## src/rtl/ccm_preload_pkg.sv

```systemverilog
// Shared types and constants for the CCM preloader.
// Line geometry is fixed: 16 bytes per line, split into two 64-bit bank words.
package ccm_preload_pkg;

    localparam int LINE_W         = 128;
    localparam int WORD_W         = 64;
    localparam int BYTES_PER_LINE = 16;

    typedef enum logic [2:0] {
        S_IDLE,
        S_FILL,
        S_WRITE,
        S_CLEAR,
        S_DONE
    } state_t;

endpackage

```

## src/rtl/ccm_preload.sv

```systemverilog
// CCM preloader: packs an ascending byte stream into 128-bit lines, writes even/odd banks.
// Build option CCM_PRELOAD_ZEROFILL_EN zeroes every line after the image before done.
//
// state   | meaning
// --------+-----------------------------------------------------------
// S_IDLE  | waiting for start
// S_FILL  | accepting bytes into the line buffer
// S_WRITE | single-cycle write of the assembled line to both banks
// S_CLEAR | zero-fill of remaining lines (zero-fill build only)
// S_DONE  | load complete, core released; only reset leaves
module ccm_preload
    import ccm_preload_pkg::*;
#(
    parameter int  DP = 2048,
    localparam int AW = $clog2(DP)
) (
    input  logic              CLK,
    input  logic              RST,
    input  logic              start,
    input  logic              in_valid,
    input  logic [7:0]        in_data,
    input  logic              in_last,
    output logic              in_ready,
    output logic              eve_we,
    output logic              odd_we,
    output logic [AW-1:0]     eve_addr,
    output logic [AW-1:0]     odd_addr,
    output logic [WORD_W-1:0] eve_data,
    output logic [WORD_W-1:0] odd_data,
    output logic              core_rstn,
    output logic              done,
    output logic              ovf
);

    localparam int BCW = $clog2(BYTES_PER_LINE);
    localparam logic [AW-1:0]  LAST_LINE = AW'(DP - 1);
    localparam logic [BCW-1:0] LAST_BYTE = BCW'(BYTES_PER_LINE - 1);

    state_t            state, state_nx;
    logic [AW-1:0]     line_cnt;
    logic [BCW-1:0]    byte_cnt;
    logic [LINE_W-1:0] line_buf;
    logic              last_seen;
    logic              accept;

    assign accept = (state == S_FILL) && in_valid;

    always_ff @(posedge CLK) begin
        if (RST) state <= S_IDLE;
        else     state <= state_nx;
    end

    always_comb begin
        state_nx = state;
        case (state)
            S_IDLE:  if (start) state_nx = S_FILL;
            S_FILL:  if (accept && (byte_cnt == LAST_BYTE || in_last)) state_nx = S_WRITE;
            S_WRITE: begin
                if (last_seen) begin
`ifdef CCM_PRELOAD_ZEROFILL_EN
                    state_nx = (line_cnt == LAST_LINE) ? S_DONE : S_CLEAR;
`else
                    state_nx = S_DONE;
`endif
                end else if (line_cnt == LAST_LINE) begin
                    state_nx = S_DONE;
                end else begin
                    state_nx = S_FILL;
                end
            end
`ifdef CCM_PRELOAD_ZEROFILL_EN
            S_CLEAR: if (line_cnt == LAST_LINE) state_nx = S_DONE;
`endif
            S_DONE:  state_nx = S_DONE;
            default: state_nx = S_IDLE;
        endcase
    end

    always_ff @(posedge CLK) begin
        if (RST) begin
            line_cnt  <= '0;
            byte_cnt  <= '0;
            line_buf  <= '0;
            last_seen <= 1'b0;
            ovf       <= 1'b0;
        end else begin
            case (state)
                S_IDLE: begin
                    if (start) begin
                        line_cnt  <= '0;
                        byte_cnt  <= '0;
                        line_buf  <= '0;
                        last_seen <= 1'b0;
                    end
                end
                S_FILL: begin
                    if (accept) begin
                        line_buf[{byte_cnt, 3'b000} +: 8] <= in_data;
                        byte_cnt  <= byte_cnt + 1'b1;
                        last_seen <= in_last;
                    end
                end
                S_WRITE: begin
                    // Counter may wrap at the last line; the FSM leaves for DONE then anyway.
                    line_cnt <= line_cnt + 1'b1;
                    byte_cnt <= '0;
                    line_buf <= '0;
                    if (!last_seen && line_cnt == LAST_LINE) ovf <= 1'b1;
                end
                S_CLEAR: line_cnt <= line_cnt + 1'b1;
                default: ;
            endcase
        end
    end

    always_comb begin
        in_ready  = (state == S_FILL);
        eve_we    = (state == S_WRITE) || (state == S_CLEAR);
        odd_we    = eve_we;
        eve_addr  = line_cnt;
        odd_addr  = line_cnt;
        eve_data  = (state == S_WRITE) ? line_buf[WORD_W-1:0] : '0;
        odd_data  = (state == S_WRITE) ? line_buf[LINE_W-1:WORD_W] : '0;
        done      = (state == S_DONE);
        core_rstn = (state == S_DONE);
    end

endmodule
```

## config.mk

```make
export PLATFORM = sky130hd
export DESIGN_NAME = ccm_preload
export DESIGN_NICKNAME = d
export VERILOG_FILES = /design/src/rtl/ccm_preload_pkg.sv /design/src/rtl/ccm_preload.sv
export SDC_FILE = /design/constraint.sdc
export NUM_CORES = 1
export LEC_CHECK = 0
export ABC_CLOCK_PERIOD_IN_PS = 2200
export CAP_MARGIN = 10
export CORE_MARGIN = 4
export CORE_UTILIZATION = 45
export DETAILED_ROUTE_END_ITERATION = 16
export GPL_TIMING_DRIVEN = 0
export PLACE_DENSITY = 0.77
export SLEW_MARGIN = 0
export SYNTH_ARGS = -nofsm -noshare
export SYNTH_HDL_FRONTEND = slang
export SYNTH_SLANG_ARGS = --single-unit
```

## constraint.sdc

```tcl
create_clock -name CLK -period 2.2 [get_ports CLK]
set_input_delay 0.44 -clock CLK [delete_from_list [all_inputs] [get_ports CLK]]
set_output_delay 0.44 -clock CLK [all_outputs]
set_load 0.02 [all_outputs]
```

==> out/metrics.cfg, run 1 <==
[placement]
place_hpwl_um=15600
post_dp_cell_area_um2=8910
io_buffer_count=167
dp_cells=1135
pre_cts_ws_ns=-1.06
gp_congestion=0.858

[timing]
whs_ns=0.456
slew_headroom=0.506
fmax_mhz=434
finalSetupTns_ns=-6.10
drv_slew=0
worst-slew-pin-transition_ns=0.740
period_share=1.05
rsz0062_at_grt=yes
finalClockSkew_ns=0.00961
finalWorstSetupSlack_ns=-0.104
fin_crit_ns=2.30
finalHoldViolCount=0
setup_viol=118

[setup_path]
critical-path-top-delay-family=buffers and inverters
r2r_slack_ns=0.04
crit_top_cell=clkbuf_16
worstSetupStartpoint=state[2]
timing.rr.start=byte_cnt[0]
required_ns=1.76
r2r_cells=7
slowest_stage=dfxtp_4
critPathCaptureType=primary output
r2r_end=line_buf[73]
critical_path_arrival_ns=1.86
cp_slowest_stage_delay_ns=0.35
critPathKind=flop to primary output
crit_chain=buf_12 -> nor2_4 -> clkbuf_16 -> clkbuf_16 -> and3_1 -> buf_4
worstPathMaxFanout=8
critPathLaunchType=flop
path_buf_inv=4

[routing]
wl_per_cell_um=20.1
drtIter0Drc=538
ant_nets=0
via_per_inst=5.66
vias=6747
drc=0
wl_um=23900
firstDrtPassIters=5

[synthesis]
synth.distinct_cells=48
synth-async-reset-ratio=0
synth.cell_area_um2=7000
syn_inst=780
ys_ff_latch=148
yosys_most_used_dff=dfxtp_1
yosysWarningCount=0
postSynthAreaPerCell_um2=8.97
seq_area_frac_synth=0.423
synth-edff-count=0
synth_fp_nets=798

[final_layout]
final_cell_count_no_fill=1192
final_core_util=0.681
synthToLayoutAreaGrowth_pct=47.9
nets=1009
stdcell_area_um2=10400
layout-drive-gt1-share=0.345
diodes=0

[hold_path]
holdPathEnd=line_buf[93]
holdPathStages=2
min_from=line_buf[93]
hold_class=flop to flop

[global_routing]
grt_pass1_vias=6254
grt_overflow=0
antenna_found_initial=0
grt_max_degree=17
grt_pass1_wl_um=34000
track_usage=0.241

[pwr]
vdd_drop_max_mv=0.557
p_leak_nw=4.92
powerDensity_nw_per_um2=622
finalPower_mw=6.44

[clocking]
cts_buffer_depth=2
cts_buffers=17
clk_pin_slew_ns=0.06
cts.sinks=148
htreeDepth=4
cts_hold_buffers=0
cts_tree=yes
clock_latency_ns=0.43
cts_root_buf=clkbuf_16

[status]
outcome=finished, violations left
violations=setup timing

[die]
dieArea_um2=17600
dieHeight_um=133
ios=169
die_x_um=133
core_area_um2=15200
rows=45
initial_core_util=0.460

[flow_run]
cap_violations=0

registers in the layout (all words and copies together), names as in the netlist:
| register | cells |
|---|---|
| eve_addr | 11 |
| byte_cnt | 4 |
| last_seen | 1 |
| ovf | 1 |
| line_buf | 128 |
| state | 3 |
synthesized netlist by cell type, types with 2 or more instances:
master / count / area share
nor3_1: 2 / 0.0014
o21ai_0: 5 / 0.0036
nand2b_1: 2 / 0.0018
a31o_2: 3 / 0.0038
ha_1: 5 / 0.0089
clkbuf_1: 54 / 0.029
nand3b_1: 2 / 0.0021
nand4_1: 18 / 0.016
or2_2: 2 / 0.0018
nand3_4: 3 / 0.0075
dfxtp_1: 148 / 0.42
o211ai_1: 9 / 0.0097
and2_1: 2 / 0.0018
buf_2: 2 / 0.0014
a2111oi_0: 2 / 0.0025
nor2_1: 20 / 0.011
nand2_1: 147 / 0.079
a211oi_1: 8 / 0.0086
a21oi_1: 17 / 0.012
nand3_2: 8 / 0.011
xnor2_1: 7 / 0.0088
buf_1: 3 / 0.0016
mux2i_1: 120 / 0.17
o21ai_1: 2 / 0.0014
buf_4: 17 / 0.018
inv_1: 9 / 0.0048
nand3_1: 7 / 0.0050
a31oi_1: 2 / 0.0018
and3_1: 133 / 0.12
or3_1: 3 / 0.0027
cell families (layout without fill, tap and decap cells):
kind of cell,Yosys count,in the layout,share of synthesized area
AO/OA/AOI/OAI,55,55,0.0572
XOR/XNOR,8,8,0.0100
adder cells (fa/ha/maj),5,5,0.00894
buffers and inverters,87,311,0.0572
flip-flops,148,148,0.423
multiplexers,121,121,0.173
AND/OR/NAND/NOR,356,356,0.270
tightest hold or removal path, stage by stage (launching register included):
cell and delay [ns]:
dfxtp_1 0.31, nand2_1 0.05, mux2i_1 0.05
placed cells by master, fill, tap and decap left out, types with 3 or more instances in the layout:
cell type / n
nand3_4: 8
nand2_1: 146
a211oi_1: 8
buf_4: 73
or3_1: 3
clkbuf_2: 21
and3_4: 56
clkbuf_16: 24
nand3_1: 7
clkdlybuf4s50_1: 34
nor2_1: 17
nor2_4: 3
buf_2: 29
buf_6: 73
ha_1: 4
and3_1: 77
clkbuf_4: 5
xnor2_1: 6
clkbuf_1: 9
clkinv_2: 5
a21oi_1: 16
nand4_1: 18
inv_1: 9
a31o_2: 3
mux2i_1: 119
dfxtp_1: 145
o211ai_1: 9
buf_8: 12
clkinv_4: 3
o21ai_0: 5
nand3_2: 3
bufinv_16: 3
how the worst max path moves through the flow:
stage / depth (start not counted) / slack (ns) / endpoint
CTS: 6 / -0.17 / line_buf[57]
detailed placement: 6 / -1.06 / odd_data[32]
global placement: 6 / -1.05 / eve_data[41]
global route: 4 / -0.18 / in_ready
floorplan: 6 / 0.05 / line_buf[72]
finish: 6 / -0.10 / odd_data[17]
cell type report:
cell class | count | area (um2)
Clock buffer | 19 | 433
Fill cell | 1117 | 4850
Tap cell | 188 | 235
Buffer | 74 | 633
Clock inverter | 13 | 158
Inverter | 10 | 40.0
Multi-Input combinational cell | 545 | 4050
Timing Repair Buffer | 195 | 1840
Sequential cell | 148 | 2970
per-layer routing:
metal	part of all wire	global-route usage	up-vias
li1	-	-	3141
met1	0.42	0.326	3222
met2	0.47	0.389	326
met3	0.087	0.0536	58
met4	0.027	0.0681	0
met5	0	0	-
what timing repair did:
action,in CTS,in global routing
pin swaps,4,20
endpoints found under the hold margin,0,0
setup buffers,5,16
gates cloned,0,7
gates resized for setup,564,343
setup endpoints to repair,262,263
report_power, final:
group | internal (mW) | switching, mW | total (mW)
Combinational | 0.306 | 0.477 | 0.783
Sequential | 2.69 | 0.0124 | 2.70
Clock | 1.78 | 1.17 | 2.95
Power figures use the tool's default switching activity.
==> run 2, diff against run 1 <==
--- a/config.mk
+++ b/config.mk
@@ -6,13 +6,13 @@
 export NUM_CORES = 1
 export LEC_CHECK = 0
 export ABC_CLOCK_PERIOD_IN_PS = 2200
-export CAP_MARGIN = 10
+export CAP_MARGIN = 20
 export CORE_MARGIN = 4
 export CORE_UTILIZATION = 45
 export DETAILED_ROUTE_END_ITERATION = 16
 export GPL_TIMING_DRIVEN = 0
 export PLACE_DENSITY = 0.77
-export SLEW_MARGIN = 0
+export SLEW_MARGIN = 20
 export SYNTH_ARGS = -nofsm -noshare
 export SYNTH_HDL_FRONTEND = slang
 export SYNTH_SLANG_ARGS = --single-unit
==> results of run 2 <==
Final layout, timing and power as in run 1 (identical DEF).
==> run 3, diff against run 2 <==
--- a/config.mk
+++ b/config.mk
@@ -12,6 +12,7 @@
 export DETAILED_ROUTE_END_ITERATION = 16
 export GPL_TIMING_DRIVEN = 0
 export PLACE_DENSITY = 0.77
+export SETUP_SLACK_MARGIN = 0.3
 export SLEW_MARGIN = 20
 export SYNTH_ARGS = -nofsm -noshare
 export SYNTH_HDL_FRONTEND = slang
==> run 3 against run 2 <==
Compared with the run above: the flow still finishes with violations (setup timing); via count up 4.9%; clock-buffer cell count up 3; wire length up 6.7%; final cell count up 2.5%; die area unchanged; fmax down 0.66%; non-clock buffer count up 30; sequential share of layout area down 1.6 points.
==> out/metrics.cfg, run 3 (synthesis results as in run 1) <==
[status]
outcome=finished, violations left  ; unchanged
violations=setup timing  ; unchanged

[setup_path]
critPathLaunchType=flop  ; unchanged
critPathCaptureType=primary output  ; unchanged
critPathKind=flop to primary output  ; unchanged
crit_top_cell=buf_6  ; was clkbuf_16
timing.rr.start=byte_cnt[0]  ; unchanged
worstPathMaxFanout=7  ; was 8
slowest_stage=dfxtp_2  ; was dfxtp_4
r2r_cells=7  ; unchanged
crit_chain=buf_6 -> nor2_4 -> buf_8 -> clkbuf_16 -> buf_6 -> and3_4 -> buf_6  ; was buf_12 -> nor2_4 -> clkbuf_16 -> clkbuf_16 -> and3_1 -> buf_4
r2r_slack_ns=0.01  ; was 0.04 ns
required_ns=1.76  ; about the same
critical-path-top-delay-family=buffers and inverters  ; unchanged
r2r_end=line_buf[72]  ; was line_buf[73]
path_buf_inv=5  ; was 4
critical_path_arrival_ns=1.88  ; was 1.86 ns
cp_slowest_stage_delay_ns=0.33  ; was 0.35 ns

[routing]
firstDrtPassIters=5  ; unchanged
wl_per_cell_um=20.9  ; was 20.1 um
vias=7080  ; was 6747
drtIter0Drc=739  ; was 538
ant_nets=0  ; unchanged
via_per_inst=5.79  ; was 5.66
drc=0  ; unchanged
wl_um=25500  ; was 23900 um

[pwr]
clock_power_share=0.464  ; was 0.458
p_leak_nw=5.52  ; was 4.92 nW
powerDensity_nw_per_um2=610  ; was 622 nW/um2
vdd_drop_max_mv=0.590  ; was 0.557 mV
pwr-share-seq=0.404  ; was 0.420
intPower_mw=5.03  ; was 4.78 mW
p_switching_mw=1.66  ; about the same
p_comb_frac=0.132  ; was 0.122
swShare=0.248  ; was 0.258

[final_layout]
final_cell_mix=142 x nand2_1, 140 x dfxtp_1, 120 x mux2i_1, 115 x buf_6, 79 x buf_4  ; was 146 x nand2_1, 145 x dfxtp_1, 119 x mux2i_1, 77 x and3_1
final_cell_count_no_fill=1222  ; was 1192
regMostFlops=line_buf  ; unchanged
synthToLayoutAreaGrowth_pct=56.8  ; was 47.9%
diodes=0  ; unchanged
fillerInstances=990  ; was 1117
seq_area_um2=2980  ; was 2970 um2
layout-drive-gt1-share=0.387  ; was 0.345
final_common_cell=nand2_1  ; unchanged
nets=1039  ; was 1009
largest_reg_flops=128  ; unchanged
multi_input_area_um2=4140  ; was 4050 um2

[timing]
fmax_mhz=431  ; was 434 MHz
finalWorstSetupSlack_ns=-0.119  ; was -0.104 ns
rsz0062_at_grt=yes  ; unchanged
finalSetupTns_ns=-7.19  ; was -6.10 ns
finalClockSkew_ns=0.00827  ; was 0.00961 ns
slew_headroom=0.556  ; was 0.506
finalHoldViolCount=0  ; unchanged
drv_slew=0  ; unchanged
period_share=1.05  ; about the same
fin_crit_ns=2.32  ; was 2.30 ns
worst-slew-pin-transition_ns=0.666  ; was 0.740 ns
setup_viol=120  ; was 118

[die]
ios=169  ; unchanged
dieArea_um2=17600  ; unchanged
initial_core_util=0.460  ; unchanged
dieHeight_um=133  ; unchanged
core_area_um2=15200  ; unchanged
rows=45  ; unchanged
die_x_um=133  ; unchanged

[global_routing]
grt_max_degree=17  ; unchanged
grt_pass1_wl_um=34500  ; was 34000 um
grt_overflow=0  ; unchanged
track_usage=0.247  ; was 0.241
grt_pass1_vias=6350  ; was 6254
antenna_found_initial=0  ; unchanged

[hold_path]
holdPathEnd=line_buf[10]  ; was line_buf[93]
min_from=line_buf[10]  ; was line_buf[93]
holdPathStages=2  ; unchanged
hold_class=flop to flop  ; unchanged

[clocking]
cts.sinks=148  ; unchanged
clock_latency_ns=0.43  ; about the same
cts_root_buf=clkbuf_16  ; unchanged
cts_hold_buffers=0  ; unchanged
cts_buffer_depth=2  ; unchanged
htreeDepth=4  ; unchanged
clk_pin_slew_ns=0.06  ; about the same
cts_tree=yes  ; unchanged
cts_buffers=17  ; unchanged

[placement]
place_hpwl_um=15400  ; was 15600 um
io_buffer_count=167  ; unchanged
dp_cells=1135  ; unchanged
gp_congestion=0.879  ; was 0.858

[flow_run]
cap_violations=0  ; unchanged

-- run 3: power by group through the flow --
| stage | registers [mW] | logic [mW] | clock network, mW |
|---|---|---|---|
| floorplan | 2.76 | 0.318 | 0 |
| global placement | 2.76 | 0.489 | 0 |
| detailed placement | 2.76 | 0.494 | 0 |
| CTS | 2.70 | 0.624 | 3.09 |
| global route | 2.70 | 0.911 | 3.22 |
| finish | 2.70 | 0.882 | 3.10 |
-- run 3: area by class of cell --
| type | instances | area share |
|---|---|---|
| multi-input cells | 545 | 0.377 |
| inverters | 10 | 0.00399 |
| clock inverters | 10 | 0.0139 |
| well taps | 188 | 0.0214 |
| repair buffers | 222 | 0.205 |
| plain buffers | 77 | 0.0645 |
| clock buffers | 22 | 0.0432 |
| flip-flops and latches | 148 | 0.271 |
-- run 3: worst max path at each step --
stage	startpoint	to	slack [ns]	cells past startpoint
after global routing	state[2]	odd_data[47]	-0.15	7
after global placement	state[2]	odd_data[48]	-0.75	6
final	state[2]	odd_data[47]	-0.12	7
after detailed placement	state[2]	odd_data[50]	-0.76	6
after floorplan	byte_cnt[0]	line_buf[72]	0.10	6
after CTS	state[0]	odd_data[27]	-0.10	6
-- run 3: layer usage --
| metal | routed length [um] | global-route usage | vias to the layer above |
|---|---|---|---|
| met3 | 1960 | 0.0620 | 115 |
| met4 | 1220 | 0.0785 | 0 |
| met2 | 11800 | 0.393 | 367 |
| li1 | - | - | 3204 |
| met1 | 10500 | 0.330 | 3394 |
| met5 | 0 | 0 | - |
-- run 3: repair_timing --
item	in CTS	in global routing
setup buffers	13	36
setup endpoints to repair	290	290
pin swaps	15	32
resized for setup	694	333
cloned	3	3
-- run 3: metrics by stage --
| step | power (mW) | hold slack [ns] | utilization | area, um2 | setup slack, ns |
|---|---|---|---|---|---|
| global route | 6.84 | 0.468 | 0.722 | 11000 | -0.146 |
| CTS | 6.42 | 0.455 | 0.659 | 10000 | -0.103 |
| detailed placement | 3.26 | 0.443 | 0.592 | 9010 | -0.762 |
| global placement | 3.25 | 0.439 | 0.592 | 9010 | -0.752 |
| floorplan | 3.08 | 0.430 | - | 7100 | 0.101 |
| finish | 6.69 | 0.457 | 0.722 | 11000 | -0.119 |
-- run 3: worst min-delay path, stage by stage (launching register included) --
cell,delay [ns]
dfxtp_1,0.30
nand2_1,0.05
mux2i_1,0.06
